<file path="src/rtl/tqv_peripheral_harness.sv">
// -----------------------------------------------------------------------------
// tqv_peripheral_harness
//
// Tiny Tapeout harness around an NES game-controller reader. A mode-0 SPI
// slave on the uio pins gives register access. The scan engine drives the
// controller LATCH/CLK lines and shifts in its serial button data.
//
// Ports
//   clk      in   system clock (only clock domain)
//   rst_n    in   synchronous active-low reset
//   ena      in   design selected (ignored)
//   ui_in    in   [1] nes_data from controller (active-low buttons)
//   uo_out   out  [7] nes_clk, [6] nes_latch, [0] irq (= data_ready), rest 0
//   uio_in   in   [0] spi_cs_n, [1] spi_mosi, [3] spi_sck
//   uio_out  out  [2] spi_miso, rest 0
//   uio_oe   out  constant 8'b0000_0100 (only MISO is driven)
//
// Register map (4-bit address)
//   0x0 BUTTONS (R)   1 = pressed; reading clears data_ready
//   0x1 CTRL    (R/W) bit0 auto-poll enable, bit1 start (self-clearing)
//   0x2 STATUS  (R)   bit0 busy, bit1 data_ready
// -----------------------------------------------------------------------------
module tqv_peripheral_harness #(
  parameter int HALF_PERIOD = 8,
  parameter int IDLE_GAP    = 64
) (
  input  logic       clk,
  input  logic       rst_n,
  input  logic       ena,
  input  logic [7:0] ui_in,
  output logic [7:0] uo_out,
  input  logic [7:0] uio_in,
  output logic [7:0] uio_out,
  output logic [7:0] uio_oe
);

  localparam logic [15:0] LATCH_LAST = 16'(2 * HALF_PERIOD - 1);
  localparam logic [15:0] HALF_LAST  = 16'(HALF_PERIOD - 1);
  localparam logic [15:0] GAP_LAST   = 16'(IDLE_GAP - 1);

  typedef enum logic [2:0] {
    S_IDLE,
    S_LATCH,
    S_CLK_LO,
    S_CLK_HI,
    S_DONE,
    S_GAP
  } state_t;

  // ---------------------------------------------------------------------------
  // Input synchronisers. Index [1] is the synchronised value; index [2] of the
  // cs/sck chains is its one-cycle-old copy for edge detection. MOSI uses the
  // same depth as SCK so the two stay aligned.
  // ---------------------------------------------------------------------------
  logic [2:0] r_cs_sync;
  logic [2:0] r_sck_sync;
  logic [1:0] r_mosi_sync;
  logic [1:0] r_nes_sync;

  always_ff @(posedge clk) begin
    if (!rst_n) begin
      r_cs_sync   <= 3'b111;
      r_sck_sync  <= 3'b000;
      r_mosi_sync <= 2'b00;
      r_nes_sync  <= 2'b11;
    end else begin
      r_cs_sync   <= {r_cs_sync[1:0], uio_in[0]};
      r_sck_sync  <= {r_sck_sync[1:0], uio_in[3]};
      r_mosi_sync <= {r_mosi_sync[0], uio_in[1]};
      r_nes_sync  <= {r_nes_sync[0], ui_in[1]};
    end
  end

  logic w_cs_act, w_cs_fall, w_sck_rise, w_sck_fall, w_mosi, w_nes;
  assign w_cs_act   = ~r_cs_sync[1];
  assign w_cs_fall  = r_cs_sync[2] & ~r_cs_sync[1];
  assign w_sck_rise = ~r_sck_sync[2] & r_sck_sync[1];
  assign w_sck_fall = r_sck_sync[2] & ~r_sck_sync[1];
  assign w_mosi     = r_mosi_sync[1];
  assign w_nes      = r_nes_sync[1];

  // ---------------------------------------------------------------------------
  // SPI frame handling
  // ---------------------------------------------------------------------------
  logic [4:0] r_bit_cnt;
  logic [6:0] r_sh;
  logic       r_is_wr;
  logic [3:0] r_addr;
  logic [7:0] r_rd_sh;
  logic       r_miso;
  logic       r_ctrl_en;
  logic [7:0] r_buttons;
  logic       r_data_ready;

  state_t     r_state, w_state_next;

  logic       w_bit_rise, w_latch_rd, w_commit, w_start, w_rd_btn, w_busy;
  logic [7:0] w_word;
  logic [7:0] w_rdata;

  // Bits beyond the 16th of a frame are ignored (counter saturates at 16).
  assign w_bit_rise = w_sck_rise & w_cs_act & ~w_cs_fall & ~r_bit_cnt[4];
  // The byte completed by the current rising edge: header at bit 8, data at 16.
  assign w_word     = {r_sh, w_mosi};
  assign w_latch_rd = w_bit_rise & (r_bit_cnt == 5'd7);
  assign w_commit   = w_bit_rise & (r_bit_cnt == 5'd15) & r_is_wr;
  assign w_start    = w_commit & (r_addr == 4'h1) & w_word[1];
  // The BUTTONS value is consumed when it is captured for shifting out.
  assign w_rd_btn   = w_latch_rd & ~w_word[7] & (w_word[3:0] == 4'h0);
  assign w_busy     = (r_state != S_IDLE) && (r_state != S_GAP);

  always_comb begin
    w_rdata = 8'h00;
    if (!w_word[7]) begin
      case (w_word[3:0])
        4'h0:    w_rdata = r_buttons;
        4'h1:    w_rdata = {7'b0, r_ctrl_en};
        4'h2:    w_rdata = {6'b0, r_data_ready, w_busy};
        default: w_rdata = 8'h00;
      endcase
    end
  end

  always_ff @(posedge clk) begin
    if (!rst_n) begin
      r_bit_cnt <= 5'd0;
      r_sh      <= 7'd0;
      r_is_wr   <= 1'b0;
      r_addr    <= 4'h0;
      r_rd_sh   <= 8'h00;
      r_miso    <= 1'b0;
      r_ctrl_en <= 1'b0;
    end else begin
      if (w_cs_fall) begin
        r_bit_cnt <= 5'd0;
        r_miso    <= 1'b0;
      end else if (!w_cs_act) begin
        // Deselected: MISO parked low, any partial frame is dropped.
        r_bit_cnt <= 5'd0;
        r_miso    <= 1'b0;
      end else begin
        if (w_bit_rise) begin
          r_sh      <= w_word[6:0];
          r_bit_cnt <= r_bit_cnt + 5'd1;
          if (r_bit_cnt == 5'd7) begin
            r_is_wr <= w_word[7];
            r_addr  <= w_word[3:0];
            r_rd_sh <= w_rdata;
          end
        end
        // Read data goes out on the falling edges that precede bits 7..0.
        if (w_sck_fall && (r_bit_cnt >= 5'd8) && (r_bit_cnt <= 5'd15)) begin
          r_miso  <= r_rd_sh[7];
          r_rd_sh <= {r_rd_sh[6:0], 1'b0};
        end
      end
      if (w_commit && (r_addr == 4'h1)) begin
        r_ctrl_en <= w_word[0];
      end
    end
  end

  // ---------------------------------------------------------------------------
  // Scan FSM
  // ---------------------------------------------------------------------------
  logic [15:0] r_cnt, w_cnt_next;
  logic [2:0]  r_bit_idx, w_bit_next;
  logic [7:0]  r_shift, w_shift_next;
  logic        r_nes_latch, r_nes_clk;

  always_comb begin
    w_state_next = r_state;
    w_cnt_next   = r_cnt + 16'd1;
    w_bit_next   = r_bit_idx;
    w_shift_next = r_shift;
    case (r_state)
      S_IDLE: begin
        w_cnt_next = 16'd0;
        if (r_ctrl_en || w_start) begin
          w_state_next = S_LATCH;
        end
      end
      S_LATCH: begin
        if (r_cnt == LATCH_LAST) begin
          w_state_next = S_CLK_LO;
          w_cnt_next   = 16'd0;
          w_bit_next   = 3'd0;
        end
      end
      S_CLK_LO: begin
        if (r_cnt == HALF_LAST) begin
          w_shift_next[r_bit_idx] = w_nes;
          w_cnt_next              = 16'd0;
          // No clock pulse after the last bit.
          w_state_next = (r_bit_idx == 3'd7) ? S_DONE : S_CLK_HI;
        end
      end
      S_CLK_HI: begin
        if (r_cnt == HALF_LAST) begin
          w_state_next = S_CLK_LO;
          w_cnt_next   = 16'd0;
          w_bit_next   = r_bit_idx + 3'd1;
        end
      end
      S_DONE: begin
        w_cnt_next   = 16'd0;
        w_state_next = r_ctrl_en ? S_GAP : S_IDLE;
      end
      S_GAP: begin
        if (!r_ctrl_en) begin
          w_state_next = S_IDLE;
          w_cnt_next   = 16'd0;
        end else if (r_cnt == GAP_LAST) begin
          w_state_next = S_LATCH;
          w_cnt_next   = 16'd0;
        end
      end
      default: begin
        w_state_next = S_IDLE;
        w_cnt_next   = 16'd0;
      end
    endcase
  end

  always_ff @(posedge clk) begin
    if (!rst_n) begin
      r_state      <= S_IDLE;
      r_cnt        <= 16'd0;
      r_bit_idx    <= 3'd0;
      r_shift      <= 8'h00;
      r_nes_latch  <= 1'b0;
      r_nes_clk    <= 1'b0;
      r_buttons    <= 8'h00;
      r_data_ready <= 1'b0;
    end else begin
      r_state     <= w_state_next;
      r_cnt       <= w_cnt_next;
      r_bit_idx   <= w_bit_next;
      r_shift     <= w_shift_next;
      // Registered from next state so the pins are glitch-free.
      r_nes_latch <= (w_state_next == S_LATCH);
      r_nes_clk   <= (w_state_next == S_CLK_HI);
      if (r_state == S_DONE) begin
        r_buttons    <= ~r_shift;
        r_data_ready <= 1'b1;        // set wins over a coincident read-clear
      end else if (w_rd_btn) begin
        r_data_ready <= 1'b0;
      end
    end
  end

  assign uo_out  = {r_nes_clk, r_nes_latch, 5'b00000, r_data_ready};
  assign uio_out = {5'b00000, r_miso, 2'b00};
  assign uio_oe  = 8'b0000_0100;

  logic w_unused;
  assign w_unused = &{1'b0, ena, ui_in[7:2], ui_in[0], uio_in[7:4], uio_in[2]};

endmodule

</file>
<file path="config.mk">
export PLATFORM = sky130hd
export DESIGN_NAME = tqv_peripheral_harness
export DESIGN_NICKNAME = d
export VERILOG_FILES = /design/src/rtl/tqv_peripheral_harness.sv
export SDC_FILE = /design/constraint.sdc
export NUM_CORES = 1
export LEC_CHECK = 0
export BUFFER_PORTS_ARGS = -buffer_cell sky130_fd_sc_hd__buf_2
export CORE_MARGIN = 5
export CORE_UTILIZATION = 60
export CTS_BUF_LIST = sky130_fd_sc_hd__clkbuf_8
export DETAILED_ROUTE_END_ITERATION = 10
export PLACE_DENSITY = 0.82
export REMOVE_ABC_BUFFERS = 1
export SLEW_MARGIN = 20
export SYNTH_ARGS = -nofsm -noshare
export SYNTH_HDL_FRONTEND = slang
export SYNTH_SLANG_ARGS = --single-unit
</file>
<file path="constraint.sdc">
create_clock -name clk -period 2.2 [get_ports clk]
set_input_delay 0.11 -clock clk [delete_from_list [all_inputs] [get_ports clk]]
set_output_delay 0.11 -clock clk [all_outputs]
set_load 0.01 [all_outputs]
</file>
==> summary.md <==
| Metric | Value |
|---|---|
| Status | `completed` |
| Total power | `2650 uW` |
| Routability cong. | `0.822` |
| Clock power share | `0.440` |
| Int Power | `2080 uW` |
| Largest net degree at the start of global routing | `31` |
| RSZ-0062 raised after global routing | `false` |
| Post-CTS Setup Bufs | `0` |
| Max-Cap Viols | `0` |
| CTS HTree Levels | `3` |
| Clock Sinks | `78` |
| Synthesis warning total | `0` |
| Hold Fails Final Rpt | `0` |
| CP Class | `reg -> reg` |
| Library cells used by synthesis | `52` |
| CTS tree | `yes` |
| CP Max Fanout | `6` |
| Antenna diodes | `0` |
| Via/cell ratio | `5.31` |
| Final net count | `433` |
| CTS buffer count | `9` |
| Area grow syn2layout | `7.63%` |
| Final Max Tran Viols | `0` |
| DRC viols | `0` |
| Pleak | `0.00146 uW` |
| Net switching power | `569 uW` |
| Synth Register Bits | `78` |
| Routed Antenna Nets | `0` |
| Pwr Density | `691 nW/um^2` |
| Initial antenna violation count | `0` |
| DR WL/cell | `12.5 um` |
| Gr usage total | `0.181` |
| Commonest cells after routing, fill and taps aside | `78 x dfxtp_1, 46 x nor2_1, 42 x nand2_1, 20 x conb_1, 16 x mux2i_1` |
| Sequential area share after synthesis | `0.439` |
| Total number of vias | `2589` |
| Leading cell type in the layout, fill and taps excluded | `dfxtp_1` |
| Input/output buffers | `9` |
| DP Wirelength | `4.30 mm` |
| Sw frac | `0.215` |
| Syn Inst Count | `400` |
| I/O pins | `43` |
| Slew headroom | `0.595` |
| Crit path arrival time | `2.34 ns` |
| Die Wd | `87.0 um` |
| Register share of total power | `0.537` |
| Number of global-route vias before repair | `2506` |
| Iter 0 DRT Violations | `90` |
| Fmax | `0.486 GHz` |
| Hold Path Class | `in -> reg` |
| Peak VDD IR | `0.000536 V` |
| Syn_area_per_cell | `8.90 um^2` |
| Dpl cells | `468` |
| Die ar. | `7570 um^2` |
| Die Ht | `87.0 um` |
| Core area | `5850 um^2` |
| Comb pwr share | `0.023` |
| Root buffer cell | `clkbuf_8` |
| Final core occ | `0.655` |
| Place WS | `0.145 ns` |
| Share of layout cells above drive strength 1 | `0.102` |
| DRT Pass-1 Iters | `5` |
| Final TNS setup | `0 ns` |
| Starting Density | `0.608` |
| R2R Setup Slk | `0.14 ns` |
| Fin crit share | `0.935` |
| Critical path endpoint category | `flip-flop` |
| Final setup margin | `0.144 ns` |
| First-pass GRT wire length | `11.0 mm` |
| Max clock buf depth | `2` |
| Row count | `28` |
| Main synth FF type | `dfxtp_1` |
| Worst-margin pin slew | `0.603 ns` |
| Latest clock arrival within the worst-skew pair | `0.35 ns` |
| Ys async rst share | `0` |
| Worst EP required | `2.48 ns` |
| Post-Syn Area | `3560 um^2` |
| Critical Path Source Type | `flip-flop` |
| Worst-path clk slew | `0.08 ns` |
| # setup viols final | `0` |
| Worst Skew | `0.00813 ns` |
| Remaining global-route overflow | `0` |
| Final worst path period need | `2.06 ns` |
| DRT Wirelength | `6.11 mm` |
| Post-synth EDFFs | `0` |
| Final cell count without fillers | `488` |
==> state kept, by name, summed over array words and instances, names as in the netlist, 2 cells and up <==
signal,count
r_cnt,16
r_buttons,8
r_rd_sh,8
r_shift,8
r_sh,7
r_bit_cnt,5
r_addr,4
r_bit_idx,3
r_cs_sync,3
r_sck_sync,3
r_state,3
r_mosi_sync,2
r_nes_sync,2
==> per-stage QoR <==
| stage | area (um^2) | hold WS, ns |
|---|---|---|
| global placement | 3560 | 0.290 |
| detailed placement | 3560 | 0.302 |
| global route | 3830 | 0.0870 |
| finish | 3830 | 0.0961 |
| floorplan | 3370 | 0.183 |
| CTS | 3830 | 0.0816 |
==> path summary, 6_finish.rpt <==
kind,start,endpoint,depth (start not counted)
worst max-delay path,r_cnt[7],r_nes_latch,5
worst min-delay path,rst_n,r_ctrl_en,2
worst max register to register,r_cnt[7],r_nes_latch,5
worst min register to register,r_nes_sync[0],r_nes_sync[1],1
==> kinds of logic (layout without fill, tap and decap cells) <==
group	count (synthesis)	after routing	synth area share
mux	16	16	0.0450
other cells	2	20	0.00211
flops	78	78	0.439
simple gates	184	184	0.282
compound gates	46	46	0.0840
buf+inv	49	44	0.0801
xor+xnor	19	19	0.0467
fa+ha+maj	6	6	0.0211
==> power groups by stage <==
| stage | Sequential, uW | Clock [uW] | Combinational (uW) |
|---|---|---|---|
| finish | 1420 | 1170 | 61.2 |
| CTS | 1420 | 1190 | 59.5 |
| floorplan | 1450 | 0 | 31.3 |
| global route | 1420 | 1260 | 68.3 |
| global placement | 1450 | 0 | 54.1 |
| detailed placement | 1460 | 0 | 54.3 |
==> synth_stat cells, types with 2 or more instances <==
cell,instances,share of area
o41ai_1,2,0.0049
ha_1,6,0.021
clkbuf_1,12,0.013
nor2_1,46,0.049
nand2b_1,9,0.016
o21ai_0,11,0.015
and3_1,6,0.011
nor3b_2,2,0.0070
buf_4,26,0.055
a21oi_1,12,0.017
buf_2,3,0.0042
o311ai_0,2,0.0049
nor4_4,2,0.012
mux2i_1,16,0.045
nand3b_1,3,0.0063
inv_1,8,0.0084
a21boi_1,2,0.0042
nor4b_1,8,0.020
xnor2_1,6,0.015
dfxtp_1,78,0.44
conb_1,2,0.0021
nand4_1,9,0.016
xor2_1,13,0.032
nor2b_1,13,0.023
and4_1,2,0.0049
a21boi_0,6,0.013
nand3_1,12,0.017
and2_1,15,0.026
nor3_1,4,0.0056
nand2_1,42,0.044
==> critical path, cell delays in order, from the launching register on <==
cell,delay [ns]
dfxtp_1,0.34
or4_4,0.59
nor4_4,0.42
nand3b_1,0.12
a32oi_1,0.31
nor3b_2,0.21
==> layout make-up <==
| class | instances | area, um^2 |
|---|---|---|
| Timing Repair Buffer | 20 | 138 |
| Tap cell | 75 | 93.8 |
| Sequential cell | 78 | 1560 |
| Clock buffer | 9 | 124 |
| Clock inverter | 7 | 98.8 |
| Fill cell | 457 | 2020 |
| Inverter | 8 | 30.0 |
| Multi-Input combinational cell | 291 | 1790 |
==> metal layers <==
layer / global-route usage / vias up / share of wire
met4: 0.0836 / 0 / 0.015
met5: 0 / - / 0
met3: 0.0482 / 9 / 0.035
met1: 0.216 / 1210 / 0.46
met2: 0.302 / 35 / 0.49
li1: - / 1335 / -
==> repair_timing <==
action                                  CTS  global route
endpoints found under the setup margin    0             5
endpoints found under the hold margin     4             0
hold buffers                              4             0
gates resized for setup                   0             3
Power figures use the tool's default switching activity.
